$ cat src/rtl/seq_pkg.sv
// seq_pkg: state encoding and default timing constants shared by op_sequencer and its debouncer
package seq_pkg;
   typedef enum logic [1:0] {
      IDLE   = 2'd0,
      HAVE_A = 2'd1,
      HAVE_B = 2'd2,
      SHOW   = 2'd3
   } state_t;
   localparam int DEF_DEBOUNCE_CYCLES = 16;
   localparam int DEF_TIMEOUT_CYCLES  = 1024;
endpackage

$ cat src/rtl/button_debouncer.sv
// button_debouncer: 2-flop synchronizer plus debounce filter; emits the filtered level and a one-cycle press pulse on its rising edge
module button_debouncer import seq_pkg::*; #(
   parameter int DEBOUNCE_CYCLES = DEF_DEBOUNCE_CYCLES
) (
   input  logic clk,
   input  logic rst,
   input  logic i_button,
   output logic o_level,
   output logic o_press
);
   localparam int CW = $clog2(DEBOUNCE_CYCLES);
   logic [1:0]    r_sync;
   logic [CW-1:0] r_cnt;
   logic          r_level;
   logic          r_press;
   logic          w_diff;
   logic          w_done;
   assign w_diff  = r_sync[1] ^ r_level;
   assign w_done  = w_diff && (r_cnt == CW'(DEBOUNCE_CYCLES - 1));
   assign o_level = r_level;
   assign o_press = r_press;
   // bring the raw button into the clock domain
   always_ff @(posedge clk or posedge rst)
      if (rst) r_sync <= '0;
      else     r_sync <= {r_sync[0], i_button};
   // count consecutive samples that disagree with the filtered level; any agreeing sample restarts the count
   always_ff @(posedge clk or posedge rst)
      if (rst) begin
         r_cnt   <= '0;
         r_level <= 1'b0;
         r_press <= 1'b0;
      end else begin
         r_cnt   <= (w_diff && !w_done) ? r_cnt + 1'b1 : '0;
         r_level <= w_done ? r_sync[1] : r_level;
         r_press <= w_done && r_sync[1];
      end
endmodule

$ cat src/rtl/op_sequencer.sv
// op_sequencer: button-driven A/B/result sequencer FSM; define SEQ_TIMEOUT_EN to abandon HAVE_A after TIMEOUT_CYCLES idle cycles
module op_sequencer import seq_pkg::*; #(
   parameter int DEBOUNCE_CYCLES = DEF_DEBOUNCE_CYCLES,
   parameter int TIMEOUT_CYCLES  = DEF_TIMEOUT_CYCLES
) (
   input  logic       clk,
   input  logic       rst,
   input  logic       button,
   output logic       save_A,
   output logic       save_B,
   output logic       show_result,
   output logic       busy,
   output logic [1:0] state
);
   state_t r_state;
   state_t w_next;
   logic   w_level;
   logic   w_press;
   logic   w_evt;
   logic   w_timeout;
   logic   r_save_a;
   logic   r_save_b;
   logic   r_show;
   logic   r_busy;
   button_debouncer #(.DEBOUNCE_CYCLES(DEBOUNCE_CYCLES)) u_deb (
      .clk      (clk),
      .rst      (rst),
      .i_button (button),
      .o_level  (w_level),
      .o_press  (w_press)
   );
   assign w_evt = w_press && w_level;
`ifdef SEQ_TIMEOUT_EN
   localparam int TW = $clog2(TIMEOUT_CYCLES);
   logic [TW-1:0] r_to;
   assign w_timeout = (r_state == HAVE_A) && (r_to == TW'(TIMEOUT_CYCLES - 1));
   // idle-cycle counter for HAVE_A; any other state or a press clears it, so entry always starts at zero
   always_ff @(posedge clk or posedge rst)
      if (rst) r_to <= '0;
      else     r_to <= (r_state == HAVE_A && !w_evt && !w_timeout) ? r_to + 1'b1 : '0;
`else
   assign w_timeout = 1'b0;
`endif
   // next-state logic; a press in HAVE_A outranks the timeout, presses in HAVE_B are dropped
   always_comb begin
      w_next = r_state;
      case (r_state)
         IDLE:    w_next = w_evt ? HAVE_A : IDLE;
         HAVE_A:  w_next = w_evt ? HAVE_B : (w_timeout ? IDLE : HAVE_A);
         HAVE_B:  w_next = SHOW;
         SHOW:    w_next = w_evt ? HAVE_A : SHOW;
         default: w_next = IDLE;
      endcase
   end
   // state and pulses are registered together so each pulse coincides with its new state
   always_ff @(posedge clk or posedge rst)
      if (rst) begin
         r_state  <= IDLE;
         r_save_a <= 1'b0;
         r_save_b <= 1'b0;
         r_show   <= 1'b0;
         r_busy   <= 1'b0;
      end else begin
         r_state  <= w_next;
         r_save_a <= w_evt && (r_state == IDLE || r_state == SHOW);
         r_save_b <= w_evt && (r_state == HAVE_A);
         r_show   <= (r_state == HAVE_B);
         r_busy   <= (w_next != IDLE);
      end
   assign save_A      = r_save_a;
   assign save_B      = r_save_b;
   assign show_result = r_show;
   assign busy        = r_busy;
   assign state       = r_state;
endmodule

$ cat config.mk
export PLATFORM = sky130hd
export DESIGN_NAME = op_sequencer
export DESIGN_NICKNAME = d
export VERILOG_FILES = /design/src/rtl/seq_pkg.sv /design/src/rtl/button_debouncer.sv /design/src/rtl/op_sequencer.sv
export SDC_FILE = /design/constraint.sdc
export NUM_CORES = 1
export LEC_CHECK = 0
export CAP_MARGIN = 0
export CORE_AREA = 2 2 39 41
export CTS_BUF_LIST = sky130_fd_sc_hd__clkbuf_8
export DETAILED_ROUTE_END_ITERATION = 10
export DIE_AREA = 0 0 41 43
export DONT_BUFFER_PORTS = 1
export PLACE_DENSITY_LB_ADDON = 0.3
export SLEW_MARGIN = 20
export SYNTH_ARGS = -nofsm -noshare
export SYNTH_HDL_FRONTEND = slang
export SYNTH_SLANG_ARGS = --single-unit
$ cat constraint.sdc
create_clock -name clk -period 2.38 [get_ports clk]
set_input_delay 0.357 -clock clk [delete_from_list [all_inputs] [get_ports clk]]
set_output_delay 0.357 -clock clk [all_outputs]
set_load 0.05 [all_outputs]
==> results.md <==
* Share of cells above drive strength 1 at 14.89%
* Hold Vio Cnt, Final at 0
* Largest delay contributor family on the critical path: flip-flops
* Area occupied by multi-input gates at 198.9 um^2
* Yosys top cell area share at 62.08%
* Gate count after technology mapping at 44
* Post-CTS Hold Buffers at 0
* Syn nets at 52
* GRT overflow at 0
* Deepest clock path buffer count at 2
* Starting DRT DRC Count at 0
* Relative slew slack at 63.01%
* Skew final at 0.6490 ps
* Slowest stage delay, CP at 680 ps
* Post_cts resized at 0
* HPWL Detailed at 659.5 um
* CTS buffer count at 3
* Total setup buffers inserted after CTS at 0
* CTS tree: yes
* Clock sinks at 14
* I/O pin count at 9
* Least-Margin Pin Slew at 554.9 ps
* Sw frac at 18.51%
* Vias/cell at 4.714
* Reg area at 350.3 um^2
* # fillers at 126
* Max Clk Rate at 591.1 MHz
* First-pass GRT wire length at 1.407 mm
* Routed wire length at 838 um
* PD cells at 707.3 nW/um^2
* Yosys synthesis warning count at 0
* Overall Global Routing Usage at 12.49%
* Row Count at 14
* Worst-path clk slew at 50 ps
* Critical path capture point type: flip-flop
* P&R area growth vs syn at 10.86%
* Min-delay worst type: in2async
* Fraction of registers with async set/reset at 100.0%
* DIE AREA at 1763 um^2
* Crit path cell chain: inv_1, ha_1, and3_2, a211oi_1, nor2_1
* Wire per inst at 13.30 um
* Clock Power Share at 40.7%
* Ranking of synthesized cells by area: dfrtp_1 (62%), ha_1 (11%), nor2_1 (4.0%)
* Seq pwr share at 56.2%
* Vias in the first global route at 343
* H-tree levels at 1
* Crit-path slowest cell: dfrtp_1
* Combinational share of power at 3.2%
* DRT antenna net count at 0
* ANT cells at 0
* Worst EP required at 2500 ps
* TNS Setup at 0 ps
* Die W at 41 um
* Root Driver: clkbuf_8
* Post-synth EDFFs at 0
* Largest area contributor in the netlist: dfrtp_1
* Core Region at 1384 um^2
* Predominant post-synthesis flop cell: dfrtp_1
* Setup CP Type: reg2reg
* Initial Utilization at 40.78%
* Syn_area_per_cell at 12.82 um^2
* Final #Nets at 57
* Most frequent cell after synthesis: dfrtp_1
* Largest net degree at the start of global routing at 15
* Sw Pwr at 0.00008191 W
* Final hold slack at 34.95 ps
* Routability Congestion at 0.7926
* Synth unique cells at 16
* Commonest cells post-synth: dfrtp_1 (14), nor2_1 (6), ha_1 (5)
* Max cap viols at 0
* Port Buf Inserts at 0
* Final period utilization at 71.08%
* Min Tclk post-route at 1692 ps
* Static Leak at 0.3077 nW
* Startpoint types: flip-flop
* Yosys reg bits at 14
* 1st-pass router iterations at 1
* Max-slew violation count at 0
* Post-synthesis sequential area ratio at 62.08%
* Buffer and inverter count on the worst path at 1
* Crit path max fanout at 4
* WP data arrival at 1810 ps
* Via Count at 297
* Final setup viols at 0
* Number of remaining DRC errors at 0
* Clk_lat worst skew at 230 ps
* RSZ-0062 raised after global routing: no
* Mapped cell area at 564.3 um^2
* Power Internal at 0.0003606 W
* VDD IR max at 0.2954 mV
* Initial antenna violation count at 0
* Die height at 43 um
* Outcome: complete, no violations
==> registers in the layout, indices dropped and copies added (netlist names) <==
| register | count |
|---|---|
| u_deb.r_cnt | 4 |
| u_deb.r_sync | 2 |
| u_deb.o_press | 1 |
| busy | 1 |
| state | 2 |
| save_B | 1 |
| save_A | 1 |
| u_deb.o_level | 1 |
| show_result | 1 |
==> power groups by stage <==
| stage | combinational (W) | sequential, W | clock (W) |
|---|---|---|---|
| 2_1_floorplan | 0.0000119 | 0.000251 | 0 |
| 3_3_place_gp | 0.0000132 | 0.000252 | 0 |
| 3_5_place_dp | 0.0000143 | 0.000252 | 0 |
| 4_1_cts | 0.0000144 | 0.000248 | 0.000188 |
| 5_1_grt | 0.0000166 | 0.000249 | 0.000202 |
| 6_report | 0.0000140 | 0.000249 | 0.000180 |
==> layout make-up <==
| type | instances | share of cell area, % |
|---|---|---|
| clock buffer | 3 | 6.600 |
| inverter | 4 | 2.400 |
| multi-input combinational | 26 | 31.80 |
| sequential | 14 | 56.00 |
| tap | 16 | 3.200 |
==> cell families after synthesis <==
kind of cell,count (synthesis),synth area share (%)
AOI/OAI and AO/OA,4,5.765
adders and majority gates,5,11.09
xor gates and xnor gates,3,4.657
DFF,14,62.08
buffers and inverters,4,2.660
muxes,1,1.995
and+or+nand+nor,13,11.75
==> cells in the final DEF (no fill, tap or decap), drive strengths merged <==
cell     netlist  final
and3           1      1
a211oi         1      1
xor2           1      1
nor4           1      1
mux2           1      1
a21oi          2      2
xnor2          2      2
nand2b         1      1
inv            4      4
ha             5      5
nand3          2      2
nor2           6      6
clkbuf         0      3
nor3b          1      1
dfrtp         14     14
nand2          1      1
a2111oi        1      1
==> path summary, 6_finish.rpt <==
check | start | to | slack (ps) | cells after the start
worst min-delay path | rst | u_deb.r_cnt[1] | 30 | 1
min in group clk | button | u_deb.r_sync[0] | 150 | 0
worst min register to register | u_deb.r_sync[0] | u_deb.r_sync[1] | 350 | 0
worst max register to register | state[1] | state[1] | 690 | 5
max in group asynchronous | rst | u_deb.r_sync[0] | 2010 | 1
worst max-delay path | state[1] | state[1] | 690 | 5
==> layer usage <==
metal	part of all wire [%]	wire length, um	global-route usage (%)
met3	4.9	41	4.712
met5	0	0	0
met4	0	0	6.000
met1	41	343	13.01
met2	54	453	20.63
==> through the flow <==
stage	total power, W	setup slack (ps)	cell area (um^2)	utilization (%)	instances
2_1_floorplan	0.0002632	809.3	564.3	-	44
3_3_place_gp	0.0002650	745.7	584.3	42.22	60
3_5_place_dp	0.0002666	690.3	584.3	42.22	60
4_1_cts	0.0004505	680.7	625.6	45.21	63
5_1_grt	0.0004677	565.1	625.6	45.21	63
6_report	0.0004425	688.2	625.6	45.21	63
==> worst register-to-register path, delay by kind of cell, from the launching register on <==
family	cells	cell delay [ps]
simple gates	2	290
flops	1	680
fa+ha+maj	1	250
compound gates	1	210
buf+inv	1	140
No activity file was read; power rests on OpenSTA's default activity.
